--- src/rtl/change_dispenser_if.sv ---
// Coin request channel between the change dispenser and the coin ejector.
//   coin_valid : dispenser has a coin request pending on coin
//   coin       : one-hot coin code (100 = quarter, 010 = dime, 001 = nickel)
//   coin_ready : ejector accepts the pending coin this cycle
interface change_dispenser_if;
    logic       coin_valid;
    logic [2:0] coin;
    logic       coin_ready;

    // Dispenser side drives the request, ejector side answers with ready.
    modport master (output coin_valid, output coin, input coin_ready);
    modport slave  (input coin_valid, input coin, output coin_ready);
endinterface

--- src/rtl/change_dispenser.sv ---
// Change dispenser: captures the leftover balance when the vending FSM raises
// change and pays it out greedily (largest coin first), one coin per accepted
// valid/ready transfer on the coin channel.
// Ports:
//   clock, reset : rising-edge clock, asynchronous active-high reset
//   change       : vending FSM change flag, a rising edge starts a payout
//   balance      : amount in cents, sampled on the start edge
//   coin_bus     : coin request channel (coin_valid, coin, coin_ready)
//   busy         : payout in progress (ISSUE and DONE)
//   done         : one-cycle pulse when a payout completes
//   error        : one-cycle pulse when balance is not a multiple of N_VAL
//   coins_paid   : coins issued in the current or last payout, saturating
module change_dispenser #(
    parameter int unsigned Q_VAL = 25,
    parameter int unsigned D_VAL = 10,
    parameter int unsigned N_VAL = 5
) (
    input  logic                       clock,
    input  logic                       reset,
    input  logic                       change,
    input  logic [7:0]                 balance,
    change_dispenser_if.master         coin_bus,
    output logic                       busy,
    output logic                       done,
    output logic                       error,
    output logic [7:0]                 coins_paid
);

    localparam int unsigned W = 8;

    localparam logic [W-1:0] Q_AMT = W'(Q_VAL);
    localparam logic [W-1:0] D_AMT = W'(D_VAL);
    localparam logic [W-1:0] N_AMT = W'(N_VAL);

    localparam logic [2:0] COIN_Q    = 3'b100;
    localparam logic [2:0] COIN_D    = 3'b010;
    localparam logic [2:0] COIN_N    = 3'b001;
    localparam logic [2:0] COIN_NONE = 3'b000;

    localparam logic [W-1:0] CNT_MAX = {W{1'b1}};

    typedef enum logic [1:0] {
        IDLE  = 2'd0,
        ISSUE = 2'd1,
        DONE  = 2'd2,
        ERR   = 2'd3
    } state_t;

    // Largest coin not exceeding x; nickel is the floor since x is a multiple of N.
    function automatic logic [2:0] greedy(input logic [W-1:0] x);
        if (x >= Q_AMT) begin
            return COIN_Q;
        end else if (x >= D_AMT) begin
            return COIN_D;
        end else begin
            return COIN_N;
        end
    endfunction

    // Cent value of a one-hot coin code.
    function automatic logic [W-1:0] coin_value(input logic [2:0] c);
        case (c)
            COIN_Q:  return Q_AMT;
            COIN_D:  return D_AMT;
            COIN_N:  return N_AMT;
            default: return '0;
        endcase
    endfunction

    state_t       state_q, state_d;
    logic [W-1:0] remaining_q, remaining_d;
    logic         change_q;
    logic [2:0]   coin_q, coin_d;
    logic         coin_valid_q, coin_valid_d;
    logic         busy_q, busy_d;
    logic         done_q, done_d;
    logic         error_q, error_d;
    logic [W-1:0] coins_paid_q, coins_paid_d;

    logic         start;
    logic         transfer;
    logic [W-1:0] rem_after;

    // State and all output registers.
    always_ff @(posedge clock or posedge reset) begin
        if (reset) begin
            state_q      <= IDLE;
            remaining_q  <= '0;
            change_q     <= 1'b0;
            coin_q       <= COIN_NONE;
            coin_valid_q <= 1'b0;
            busy_q       <= 1'b0;
            done_q       <= 1'b0;
            error_q      <= 1'b0;
            coins_paid_q <= '0;
        end else begin
            state_q      <= state_d;
            remaining_q  <= remaining_d;
            change_q     <= change;
            coin_q       <= coin_d;
            coin_valid_q <= coin_valid_d;
            busy_q       <= busy_d;
            done_q       <= done_d;
            error_q      <= error_d;
            coins_paid_q <= coins_paid_d;
        end
    end

    // Next-state, datapath and next-output logic.
    always_comb begin
        state_d      = state_q;
        remaining_d  = remaining_q;
        coin_d       = coin_q;
        coins_paid_d = coins_paid_q;
        coin_valid_d = 1'b0;
        busy_d       = 1'b0;
        done_d       = 1'b0;
        error_d      = 1'b0;

        start     = change & ~change_q;
        transfer  = coin_valid_q & coin_bus.coin_ready;
        rem_after = remaining_q - coin_value(coin_q);

        case (state_q)
            IDLE: begin
                if (start) begin
                    coins_paid_d = '0;
                    if ((balance % N_AMT) != '0) begin
                        state_d = ERR;
                    end else if (balance == '0) begin
                        state_d = DONE;
                    end else begin
                        remaining_d = balance;
                        coin_d      = greedy(balance);
                        state_d     = ISSUE;
                    end
                end
            end
            ISSUE: begin
                if (transfer) begin
                    remaining_d = rem_after;
                    if (coins_paid_q != CNT_MAX) begin
                        coins_paid_d = coins_paid_q + W'(1);
                    end
                    if (rem_after == '0) begin
                        state_d = DONE;
                    end else begin
                        coin_d = greedy(rem_after);
                    end
                end
            end
            DONE: begin
                state_d = IDLE;
            end
            ERR: begin
                coins_paid_d = '0;
                state_d      = IDLE;
            end
            default: begin
                state_d = IDLE;
            end
        endcase

        // Outputs follow the next state so they line up with the state register.
        if (state_d != ISSUE) begin
            coin_d = COIN_NONE;
        end
        coin_valid_d = (state_d == ISSUE);
        busy_d       = (state_d == ISSUE) || (state_d == DONE);
        done_d       = (state_d == DONE);
        error_d      = (state_d == ERR);
    end

    assign coin_bus.coin_valid = coin_valid_q;
    assign coin_bus.coin       = coin_q;
    assign busy                = busy_q;
    assign done                = done_q;
    assign error               = error_q;
    assign coins_paid          = coins_paid_q;

endmodule

--- src/flat_wrapper.sv ---
// flat-port wrapper written by rule: the top's interface ports become plain ports
module change_dispenser_flat 
#(
    parameter int unsigned Q_VAL = 25,
    parameter int unsigned D_VAL = 10,
    parameter int unsigned N_VAL = 5
)
  (clock, reset, change, balance, busy, done, error, coins_paid, coin_bus_coin_valid, coin_bus_coin, coin_bus_coin_ready);
  change_dispenser_if coin_bus_i ();
  input  logic clock;
  input  logic reset;
  input  logic change;
  input  logic [7:0] balance;
  output logic busy;
  output logic done;
  output logic error;
  output logic [7:0] coins_paid;
  output wire logic [$bits(coin_bus_i.coin_valid)-1:0] coin_bus_coin_valid;
  output wire logic [$bits(coin_bus_i.coin)-1:0] coin_bus_coin;
  input wire logic [$bits(coin_bus_i.coin_ready)-1:0] coin_bus_coin_ready;
  assign coin_bus_coin_valid = coin_bus_i.coin_valid;
  assign coin_bus_coin = coin_bus_i.coin;
  assign coin_bus_i.coin_ready = coin_bus_coin_ready;
  change_dispenser #(.Q_VAL(Q_VAL), .D_VAL(D_VAL), .N_VAL(N_VAL)) u_core (.clock(clock), .reset(reset), .change(change), .balance(balance), .coin_bus(coin_bus_i), .busy(busy), .done(done), .error(error), .coins_paid(coins_paid));
endmodule
--- config.mk ---
export PLATFORM = sky130hd
export DESIGN_NAME = change_dispenser_flat
export DESIGN_NICKNAME = d
export VERILOG_FILES = /design/src/rtl/change_dispenser_if.sv /design/src/rtl/change_dispenser.sv /design/src/flat_wrapper.sv
export SDC_FILE = /design/constraint.sdc
export NUM_CORES = 1
export LEC_CHECK = 0
export ABC_AREA = 1
export BUFFER_PORTS_ARGS = -buffer_cell sky130_fd_sc_hd__buf_2
export CAP_MARGIN = 20
export CORE_MARGIN = 2
export CORE_UTILIZATION = 30
export CTS_BUF_LIST = sky130_fd_sc_hd__clkbuf_8 sky130_fd_sc_hd__clkbuf_16
export DETAILED_ROUTE_END_ITERATION = 10
export PLACE_DENSITY = 0.55
export SETUP_SLACK_MARGIN = 0.2
export SLEW_MARGIN = 20
export SYNTH_ARGS = -nofsm -noshare
export SYNTH_HDL_FRONTEND = slang
export SYNTH_SLANG_ARGS = --single-unit
export TNS_END_PERCENT = 30
--- constraint.sdc ---
create_clock -name clock -period 10.4 [get_ports clock]
set_input_delay 2.6 -clock clock [delete_from_list [all_inputs] [get_ports clock]]
set_output_delay 2.6 -clock clock [all_outputs]
set_load 0.01 [all_outputs]
==> reports/metrics.yaml, run 1 <==
final_net_count: 380
family_of_cells_with_the_greatest_summed_delay_on_the_critical_path: "simple AND/OR/NAND/NOR gates"
synthesis.nets: 352
drtIter0Drc: 88
cts.reportedPaths.clkPinSlew_ns: 0.09
yosys.area.top_type: "sky130_fd_sc_hd__dfrtp_1"
port-buffer-count: 26
setup_violations: 0
timing.slew.headroom: 0.568
p_leak_uw: 0.00138
grt_first_pass_wirelength_um: 9100
clock_latency_ns: 0.27
worst_ep_arrival_time_ns: 6.08
irDropWorstVdd_uv: 68.0
area.sequential_um2: 651
fp.coreArea_um2: 7330
tns_ns: 0
timing.critical_path.from_type: "input port"
clock_path_buffers: 2
multiInputGateArea_um2: 1420
number_of_enable_type_register_cells_in_the_synthesized_netlist: 0
syn_inst: 328
number_of_setup_buffers_added_after_cts: 0
antenna_left: 0
criticalPathCategory: "in -> reg"
layout-drive-gt1-share: 0.214
unrepaired_setup_endpoints_after_global_routing: "no"
finalHoldViolCount: 0
height_of_the_die_um: 91.5
dr_total_vias: 2087
clock-skew-final_ns: 0.00282
ys_seq_area_frac: 0.283
status: "finished clean"
cts_tree: "done"
maxCapViolations: 0
final_cell_count_no_fill: 454
routabilityCongestion: 0.834
finalCoreUtilization: 0.355
timing_max_transition_violations_final: 0
diodes: 0
die-area_um2: 8370
cts_inserted_buffers: 3
total_power_uw: 668
tightestPinTransition_ns: 0.643
critical_path.max_fanout: 6
critical-path-top-cell-by-count: "sky130_fd_sc_hd__nand2_4"
ys_top_cells_by_count: "85 x sky130_fd_sc_hd__nand2_1, 48 x sky130_fd_sc_hd__inv_1, 26 x sky130_fd_sc_hd__dfrtp_1"
holdCritPathClass: "reg -> reg"
antenna_found_initial: 0
proportion_of_register_bits_with_asynchronous_set_or_reset_after_synthesis: 1.00
drtPass1Iterations: 4
grt_overflow: 0
critPathBufInv: 7
ctsHoldBuffers: 0
floorplan.die.width_um: 91.5
root_buffer: "sky130_fd_sc_hd__clkbuf_8"
vias_in_the_first_global_route: 2046
synthesis.area_per_instance_um2: 7.00
syn_area_um2: 2300
number_of_placed_i_o_pins: 27
start_util: 0.313
netlist-cell-type-count: 36
yosys_warnings: 0
grt_start_max_net_pins: 27
finalCritPeriodShare: 0.569
synth.most_common_cell: "sky130_fd_sc_hd__nand2_1"
critPathMaxStageDelay_ns: 0.31
dp.cells: 450
route.final.wire_length_um: 5000
tritoncts_num_sinks: 26
critical_path.slowest_cell: "sky130_fd_sc_hd__or2_2"
clock_tree.htree_level_count: 1
power_density_nw_per_um2: 257
yosys_register_bits: 26
synthDominantCellAreaShare: 0.283
max_freq_mhz: 169
dr_wl_cell_um: 11.0
grtUsageTotal: 0.130
via_per_inst: 4.60
fillCellCount: 791
total_number_of_placement_rows: 31
post_synth_main_area_contributors: "sky130_fd_sc_hd__dfrtp_1 28%, sky130_fd_sc_hd__nand2_1 14%, sky130_fd_sc_hd__inv_1 7.8%"
kind_of_end_point_of_the_critical_path: "flip-flop"
remaining_drc_errors: 0
postCtsResizedCells: 0
finalWorstPathRequiredPeriod_ns: 5.91
place_hpwl_um: 4090
worst-endpoint-required_ns: 10.56
syn_to_final_growth_pct: 13.4
dominantRegCellSynth: "sky130_fd_sc_hd__dfrtp_1"
## where the power goes
part | total [µW] | internal [µW] | switching (µW)
Clock | 84.0 | 51.5 | 32.6
Combinational | 425 | 154 | 271
Sequential | 159 | 134 | 25.1
## logic make-up after synthesis
| group | after synthesis | synth area share |
|---|---|---|
| AND/OR/NAND/NOR | 188 | 0.434 |
| buffers and inverters | 59 | 0.0997 |
| AO/OA/AOI/OAI | 39 | 0.0992 |
| flip-flops | 26 | 0.283 |
| adder cells (fa/ha/maj) | 12 | 0.0687 |
| XOR/XNOR | 4 | 0.0153 |
## routing by layer
| metal | global-route usage | wire length, µm | up-vias |
|---|---|---|---|
| met2 | 0.224 | 2320 | 22 |
| met1 | 0.174 | 2540 | 941 |
| met3 | 0.0141 | 108 | 2 |
| li1 | - | - | 1122 |
| met5 | 0 | 0 | - |
| met4 | 0.0265 | 33 | 0 |
## sequential cells by signal, indices dropped and copies added (netlist names)
signal	count
u_core.coin_bus.coin	3
u_core.busy	1
u_core.done	1
u_core.change_q	1
u_core.coin_bus.coin_valid	1
u_core.coins_paid	8
u_core.remaining_q	8
u_core.error	1
u_core.state_q	2
## cell type report
class	instances	area share
clock buffer	3	0.0159
multi-input combinational	243	0.544
tap	99	0.0476
sequential	26	0.250
inverter	56	0.0808
timing repair buffer	26	0.0500
clock inverter	1	0.0115
## path summary, 6_finish.rpt
kind / startpoint / end / slack [ns] / cells after the start
worst max register to register: u_core.coin_bus.coin[0]$_DFFE_PP0P_ / u_core.coin_bus.coin[1]$_DFFE_PP0P_ / 6.32 / 24
worst max-delay path: balance[5] / u_core.coin_bus.coin[1]$_DFFE_PP0P_ / 4.49 / 34
min in group asynchronous: reset / u_core.coins_paid[1]$_DFFE_PP0P_ / 2.37 / 2
worst min-delay path: u_core.remaining_q[0]$_DFFE_PP0P_ / u_core.remaining_q[0]$_DFFE_PP0P_ / 0.47 / 2
max in group asynchronous: reset / u_core.coin_bus.coin[0]$_DFFE_PP0P_ / 7.66 / 2
worst min register to register: u_core.remaining_q[0]$_DFFE_PP0P_ / u_core.remaining_q[0]$_DFFE_PP0P_ / 0.47 / 2
## worst min-delay path: stages, from the launching register on
cell and delay (ns):
sky130_fd_sc_hd__dfrtp_1 0.35, sky130_fd_sc_hd__nand2_1 0.05, sky130_fd_sc_hd__nand2_1 0.04
## per-stage QoR
| stage | hold WS, ns | instance area (µm²) | setup slack, ns |
|---|---|---|---|
| final | 0.474 | 2600 | 4.49 |
| after global placement | 0.458 | 2530 | 4.29 |
| after global routing | 0.524 | 2600 | 4.01 |
| after detailed placement | 0.459 | 2530 | 4.20 |
| after CTS | 0.482 | 2600 | 4.48 |
| after floorplan | 0.442 | 2300 | 4.61 |
## cell usage in the layout (no fill, tap or decap), drive strengths merged, types with 3 or more instances in the layout
cell and instances:
nand4 16, a21oi 13, buf 26, xnor2 3, dfrtp 26, nor2 16, o21ai 16, inv 54
nand3 37, clkbuf 3, nand2 106, nor3 5, or2 3, ha 11
Note: power is estimated with default switching activity, not from simulation.
==> inputs of run 2 (changes only) <==
--- a/config.mk
+++ b/config.mk
@@ -12,7 +12,7 @@
 export CORE_UTILIZATION = 30
 export CTS_BUF_LIST = sky130_fd_sc_hd__clkbuf_8 sky130_fd_sc_hd__clkbuf_16
 export DETAILED_ROUTE_END_ITERATION = 10
-export PLACE_DENSITY = 0.55
+export PLACE_DENSITY = 0.56
 export SETUP_SLACK_MARGIN = 0.2
 export SLEW_MARGIN = 20
 export SYNTH_ARGS = -nofsm -noshare
==> constraint.sdc (replaced) <==
create_clock -name clock -period 5.1 [get_ports clock]
set_input_delay 1.275 -clock clock [delete_from_list [all_inputs] [get_ports clock]]
set_output_delay 1.275 -clock clock [all_outputs]
set_load 0.01 [all_outputs]
==> run 2 against run 1 <==
Net effect: via count grew 0.29%; clock power grew 100%; global-route usage shrank 0.41 points; design area grew 0.67%; sequential share of layout area shrank 0.17 points; clock-buffer cell count is the same.
==> reports/metrics.yaml, run 2 (synthesis gave the netlist of run 1 again) <==
rrSetupSlack_ns: 1.10  # was 6.32 ns
criticalPathCategory: "in -> reg"  # unchanged
cts.reportedPaths.clkPinSlew_ns: 0.09  # about the same
layout-drive-gt1-share: 0.217  # was 0.214
finalCritPeriodShare: 0.881
grt-busiest-layer: "met2"  # unchanged
worst_ep_arrival_time_ns: 4.66  # was 6.08 ns
grtUsageTotal: 0.126  # was 0.130
fp.coreArea_um2: 7330  # unchanged
floorplan.die.width_um: 91.5  # unchanged
p_switching_uw: 674  # was 328 µW
antenna_left: 0  # unchanged
worst-endpoint-required_ns: 5.26  # was 10.56 ns
unrepaired_setup_endpoints_after_global_routing: "no"  # unchanged
tritoncts_num_sinks: 26  # unchanged
power.clock.fraction: 0.124  # was 0.126
timing_max_transition_violations_final: 0  # unchanged
combinationalPowerShare: 0.639  # was 0.636
kind_of_end_point_of_the_critical_path: "flip-flop"  # unchanged
maxCapViolations: 0  # unchanged
dr_wl_cell_um: 11.1  # was 11.0 µm
cts_tree: "done"  # unchanged
power_density_nw_per_um2: 524  # was 257 nW/µm²
drtIter0Drc: 84  # was 88
antenna_found_initial: 0  # unchanged
irDropWorstVdd_uv: 158  # was 68.0 µV
worstHoldPathCells: 2  # unchanged
grt_start_max_net_pins: 27  # unchanged
power.sequential.fraction: 0.237  # was 0.239
via_per_inst: 4.61  # was 4.60
port-buffer-count: 26  # unchanged
critPathMaxStageDelay_ns: 0.31  # about the same
die-area_um2: 8370  # unchanged
tns_ns: 0  # unchanged
start_util: 0.313  # unchanged
clock_latency_ns: 0.27  # about the same
cts_inserted_buffers: 3  # unchanged
tightestPinTransition_ns: 0.647  # was 0.643 ns
worstRegToRegCells: 24  # unchanged
status: "finished clean"  # unchanged
grt_overflow: 0  # unchanged
timing.critical_path.from_type: "input port"  # unchanged
syn_to_final_growth_pct: 14.1  # was 13.4%
clock-skew-final_ns: 0.00350  # was 0.00282 ns
place_hpwl_um: 4090  # about the same
gr-usage-met1: 0.170  # was 0.174
regToRegEndpoint: "u_core.coin_bus.coin[1]$_DFFE_PP0P_"  # unchanged
drtPass1Iterations: 4  # unchanged
diodes: 0  # unchanged
min_from: "u_core.remaining_q[0]$_DFFE_PP0P_"  # unchanged
layout_commonest_cell: "sky130_fd_sc_hd__nand2_1"  # unchanged
remaining_drc_errors: 0  # unchanged
r2r_start: "u_core.coin_bus.coin[0]$_DFFE_PP0P_"  # unchanged
clock_path_buffers: 2  # unchanged
switching_share: 0.491  # about the same
finalWorstPathRequiredPeriod_ns: 4.49
height_of_the_die_um: 91.5  # unchanged
root_buffer: "sky130_fd_sc_hd__clkbuf_8"  # unchanged
clock_tree.htree_level_count: 1  # unchanged
vias_in_the_first_global_route: 1977  # was 2,046
grt_first_pass_wirelength_um: 8850  # was 9100 µm
critical_path.slowest_cell: "sky130_fd_sc_hd__or2_2"  # unchanged
setup_violations: 0  # unchanged
timing.slew.headroom: 0.565  # was 0.568
global_route.usage.met2: 0.214  # was 0.224
route.final.wire_length_um: 5030  # was 5000 µm
internal-power_uw: 698  # was 340 µW
p_leak_uw: 0.00138  # about the same
grt.met3_usage: 0.0141  # unchanged
final_net_count: 380  # unchanged
critical_path.max_fanout: 6  # unchanged
min_to: "u_core.remaining_q[0]$_DFFE_PP0P_"  # unchanged
routabilityCongestion: 0.823  # was 0.834
finalHoldViolCount: 0  # unchanged
number_of_placed_i_o_pins: 27  # unchanged
layout_common_cells: "85 x sky130_fd_sc_hd__nand2_1, 47 x sky130_fd_sc_hd__inv_1, 26 x sky130_fd_sc_hd__buf_2, 26 x sky130_fd_sc_hd__dfrtp_1, 25 x sky130_fd_sc_hd__nand3_1"  # unchanged
holdCritPathClass: "reg -> reg"  # unchanged
max_freq_mhz: 223
total_number_of_placement_rows: 31  # unchanged
dp.cells: 450  # unchanged
final_cell_count_no_fill: 454  # unchanged
dr_total_vias: 2093  # was 2,087
[run 2: area by class of cell]
| class | instances | area, µm² |
|---|---|---|
| Sequential cell | 26 | 651 |
| Fill cell | 787 | 4710 |
| Inverter | 56 | 210 |
| Clock buffer | 3 | 41.3 |
| Timing Repair Buffer | 26 | 130 |
| Multi-Input combinational cell | 243 | 1430 |
| Clock inverter | 1 | 30.0 |
| Tap cell | 99 | 124 |
[run 2: worst max-delay path: cells and delay by family]
kind / cells / cell delay [ns]
and+or+nand+nor: 24 / 2.33
buffers and inverters: 7 / 0.55
adders and majority gates: 2 / 0.38
AOI/OAI and AO/OA: 1 / 0.10
[run 2: metrics by stage]
step / util / instance area [µm²] / hold slack (ns) / setup slack [ns] / total power [µW]
final: 0.357 / 2620 / 0.487 / 0.606 / 1370
after global routing: 0.357 / 2620 / 0.500 / 0.194 / 1530
after CTS: 0.355 / 2600 / 0.489 / 0.493 / 1370
after detailed placement: 0.345 / 2530 / 0.465 / 0.205 / 1200
after global placement: 0.345 / 2530 / 0.459 / 0.312 / 1190
after floorplan: - / 2300 / 0.442 / 0.638 / 1000
[run 2: timing repair]
item                                    in CTS  in global routing
buffers inserted                             0                  0
resized for setup                            0                  4
endpoints found under the setup margin       0                  3
hold buffers                                 0                  0
[run 2: per-layer routing]
metal	share of wire	routed length [µm]
met5	0	0
met3	0.019	95
met2	0.46	2320
met1	0.51	2580
met4	0.0085	43
[run 2: how the worst max path moves through the flow]
stage                                                endpoint  cells past startpoint  slack, ns        from
after detailed placement  u_core.coin_bus.coin[1]$_DFFE_PP0P_                     34       0.21  balance[5]
after global routing      u_core.coin_bus.coin[1]$_DFFE_PP0P_                     35       0.19  balance[5]
final                     u_core.coin_bus.coin[1]$_DFFE_PP0P_                     34       0.61  balance[5]
after global placement    u_core.coin_bus.coin[1]$_DFFE_PP0P_                     34       0.31  balance[5]
after CTS                 u_core.coin_bus.coin[1]$_DFFE_PP0P_                     34       0.49  balance[5]
after floorplan           u_core.coin_bus.coin[0]$_DFFE_PP0P_                     33       0.64  balance[7]
[run 2: power by group through the flow]
stage                     logic (µW)  registers (µW)  clock network, µW
after global routing            1010             336                184
after global placement           860             329                  0
after CTS                        871             325                177
final                            876             325                170
after floorplan                  667             335                  0
after detailed placement         867             329                  0
==> inputs of run 3 (changes only) <==
--- a/config.mk
+++ b/config.mk
@@ -9,10 +9,10 @@
 export BUFFER_PORTS_ARGS = -buffer_cell sky130_fd_sc_hd__buf_2
 export CAP_MARGIN = 20
 export CORE_MARGIN = 2
-export CORE_UTILIZATION = 30
+export CORE_UTILIZATION = 50
 export CTS_BUF_LIST = sky130_fd_sc_hd__clkbuf_8 sky130_fd_sc_hd__clkbuf_16
 export DETAILED_ROUTE_END_ITERATION = 10
-export PLACE_DENSITY = 0.56
+export PLACE_DENSITY = 0.81
 export SETUP_SLACK_MARGIN = 0.2
 export SLEW_MARGIN = 20
 export SYNTH_ARGS = -nofsm -noshare
==> run 3 against run 2 <==
Net effect: routed wire length fell by 6.0%; sequential power about the same; die area fell by 38%; flip-flop and latch count is the same; design area decreased by 2.0%; largest power group unchanged; highest routed layer unchanged.
==> reports/metrics.yaml, run 3 (synthesis gave the netlist of run 1 again) <==
number_of_setup_buffers_added_after_cts: 0  # unchanged
grt_start_max_net_pins: 27  # unchanged
remaining_drc_errors: 0  # unchanged
cts_tree: "done"  # unchanged
tritoncts_num_sinks: 26  # unchanged
maxCapViolations: 0  # unchanged
critical-path-top-cell-by-count: "sky130_fd_sc_hd__nand2_1"
worstHoldPathCells: 2  # unchanged
finalCritPeriodShare: 0.886  # was 0.881
layout_common_cells: "84 x sky130_fd_sc_hd__nand2_1, 48 x sky130_fd_sc_hd__inv_1, 26 x sky130_fd_sc_hd__buf_2, 26 x sky130_fd_sc_hd__dfrtp_1, 25 x sky130_fd_sc_hd__nand3_1"  # was 85 x sky130_fd_sc_hd__nand2_1, 47 x sky130_fd_sc_hd__inv_1, 26 x sky130_fd_sc_hd__buf_2, 26 x sky130_fd_sc_hd__dfrtp_1, 25 x sky130_fd_sc_hd__nand3_1
tightestPinTransition_ns: 0.665  # was 0.647 ns
regToRegEndpoint: "u_core.coin_bus.coin[0]$_DFFE_PP0P_"  # was u_core.coin_bus.coin[1]$_DFFE_PP0P_
routabilityCongestion: 0.896  # was 0.823
drtPass1Iterations: 4  # unchanged
floorplan.die.width_um: 71.8  # was 91.5 µm
power_density_nw_per_um2: 533  # was 524 nW/µm²
clock_path_buffers: 2  # unchanged
finalHoldViolCount: 0  # unchanged
min_to: "u_core.remaining_q[3]$_DFFE_PP0P_"  # was u_core.remaining_q[0]$_DFFE_PP0P_
critical_path.max_fanout: 8  # was 6
total_number_of_placement_rows: 24  # was 31
root_buffer: "sky130_fd_sc_hd__clkbuf_8"  # unchanged
layout_commonest_cell: "sky130_fd_sc_hd__nand2_1"  # unchanged
port-buffer-count: 26  # unchanged
critPathBufInv: 6  # was 7
grtUsageTotal: 0.193  # was 0.126
clock_tree.htree_level_count: 1  # unchanged
syn_to_final_growth_pct: 11.9  # was 14.1%
route.final.wire_length_um: 4730  # was 5030 µm
cts_inserted_buffers: 3  # unchanged
critPathMaxStageDelay_ns: 0.31  # about the same
vias_in_the_first_global_route: 1992  # was 1,977
start_util: 0.524  # was 0.313
r2r_start: "u_core.coin_bus.coin[0]$_DFFE_PP0P_"  # unchanged
critical_path.slowest_cell: "sky130_fd_sc_hd__or2_2"  # unchanged
timing.slew.headroom: 0.553  # was 0.565
postCtsResizedCells: 0  # unchanged
timing.critical_path.from_type: "input port"  # unchanged
worstRegToRegCells: 24  # unchanged
worst_ep_arrival_time_ns: 4.68  # was 4.66 ns
irDropWorstVdd_uv: 198  # was 158 µV
final_net_count: 381  # was 380
worst-endpoint-required_ns: 5.27  # was 5.26 ns
kind_of_end_point_of_the_critical_path: "flip-flop"  # unchanged
max_freq_mhz: 221  # was 223 MHz
grt_overflow: 0  # unchanged
p_leak_uw: 0.00139  # was 0.00138 µW
holdCritPathClass: "reg -> reg"  # unchanged
grt_first_pass_wirelength_um: 8190  # was 8850 µm
via_per_inst: 5.28  # was 4.61
clock-skew-final_ns: 0.00156  # was 0.00350 ns
min_from: "u_core.remaining_q[3]$_DFFE_PP0P_"  # was u_core.remaining_q[0]$_DFFE_PP0P_
rrSetupSlack_ns: 1.15  # was 1.10 ns
antenna_left: 0  # unchanged
clock_latency_ns: 0.27  # about the same
height_of_the_die_um: 71.8  # was 91.5 µm
number_of_placed_i_o_pins: 27  # unchanged
ctsHoldBuffers: 0  # unchanged
dr_wl_cell_um: 11.6  # was 11.1 µm
layout-drive-gt1-share: 0.216  # was 0.217
place_hpwl_um: 3850  # was 4090 µm
antenna_found_initial: 0  # unchanged
criticalPathCategory: "in -> reg"  # unchanged
drtIter0Drc: 92  # was 84
family_of_cells_with_the_greatest_summed_delay_on_the_critical_path: "simple AND/OR/NAND/NOR gates"  # unchanged
setup_violations: 0  # unchanged
timing_max_transition_violations_final: 0  # unchanged
fp.coreArea_um2: 4380  # was 7330 µm²
dr_total_vias: 2154  # was 2,093
diodes: 0  # unchanged
cts.reportedPaths.clkPinSlew_ns: 0.09  # about the same
tns_ns: 0  # unchanged
status: "finished clean"  # unchanged
unrepaired_setup_endpoints_after_global_routing: "no"  # unchanged
finalWorstPathRequiredPeriod_ns: 4.52  # was 4.49 ns
whs_ns: 0.487  # about the same
die-area_um2: 5150  # was 8370 µm²
-- run 3: cell types whose count changed in the layout (fill, tap and decap cells not counted), sizes merged --
cell / delta
buf: +1
-- run 3: power breakdown --
group          internal (µW)  leakage, µW  total, µW  switching (µW)
Sequential               274     0.000337        326            52.1
Combinational            316      0.00102        872             556
Clock                    105    0.0000357        169            64.4
-- run 3: worst max path at each step --
stage          depth (start not counted)                                   to       start  slack, ns
5_1_grt                               33  u_core.coin_bus.coin[2]$_DFFE_PP0P_  balance[5]       0.21
3_5_place_dp                          34  u_core.coin_bus.coin[2]$_DFFE_PP0P_  balance[5]       0.20
2_1_floorplan                         33  u_core.coin_bus.coin[0]$_DFFE_PP0P_  balance[7]       0.64
3_3_place_gp                          34  u_core.coin_bus.coin[2]$_DFFE_PP0P_  balance[5]       0.37
4_1_cts                               34  u_core.coin_bus.coin[2]$_DFFE_PP0P_  balance[5]       0.47
6_report                              31  u_core.coin_bus.coin[2]$_DFFE_PP0P_  balance[7]       0.58
-- run 3: area by class of cell --
| type | instances | area (µm²) |
|---|---|---|
| clock buffer | 3 | 41.3 |
| clock inverter | 1 | 30.0 |
| fill | 409 | 1820 |
| inverter | 56 | 210 |
| multi-input combinational | 243 | 1430 |
| sequential | 26 | 651 |
| tap | 52 | 65.1 |
| timing repair buffer | 27 | 145 |
-- run 3: layer usage --
| layer | wire (µm) | track usage | share of wire |
|---|---|---|---|
| met1 | 2160 | 0.235 | 0.46 |
| met2 | 2380 | 0.350 | 0.50 |
| met3 | 154 | 0.0211 | 0.033 |
| met4 | 32 | 0.0692 | 0.0068 |
| met5 | 0 | 0 | 0 |
-- run 3: per-stage QoR --
stage / setup WS, ns / cells / utilization / power [µW] / instance area (µm²)
2_1_floorplan: 0.638 / 328 / - / 1000 / 2300
3_3_place_gp: 0.366 / 403 / 0.564 / 1160 / 2470
3_5_place_dp: 0.198 / 403 / 0.564 / 1190 / 2470
4_1_cts: 0.475 / 407 / 0.580 / 1360 / 2540
5_1_grt: 0.211 / 408 / 0.586 / 1510 / 2570
6_report: 0.582 / 408 / 0.586 / 1370 / 2570
-- run 3: worst reg2reg max path, cell delays in order (launching register included) --
cell and delay [ns]:
sky130_fd_sc_hd__dfrtp_1 0.42, sky130_fd_sc_hd__inv_1 0.09, sky130_fd_sc_hd__nand3_1 0.14, sky130_fd_sc_hd__nand2_1 0.09, sky130_fd_sc_hd__ha_1 0.14, sky130_fd_sc_hd__inv_1 0.06, sky130_fd_sc_hd__fa_1 0.40, sky130_fd_sc_hd__a21oi_1 0.14
sky130_fd_sc_hd__o21ai_0 0.11, sky130_fd_sc_hd__nand2_1 0.13, sky130_fd_sc_hd__nand2_1 0.08, sky130_fd_sc_hd__xnor2_1 0.14, sky130_fd_sc_hd__nor3_1 0.26, sky130_fd_sc_hd__nand2_1 0.13, sky130_fd_sc_hd__nor3_1 0.35, sky130_fd_sc_hd__nand2_1 0.09
sky130_fd_sc_hd__a22oi_1 0.22, sky130_fd_sc_hd__inv_1 0.12, sky130_fd_sc_hd__ha_1 0.23, sky130_fd_sc_hd__inv_1 0.11, sky130_fd_sc_hd__nor2_1 0.08, sky130_fd_sc_hd__nand2_2 0.09, sky130_fd_sc_hd__nand3_2 0.11, sky130_fd_sc_hd__nand2_1 0.09
sky130_fd_sc_hd__nand2_1 0.04
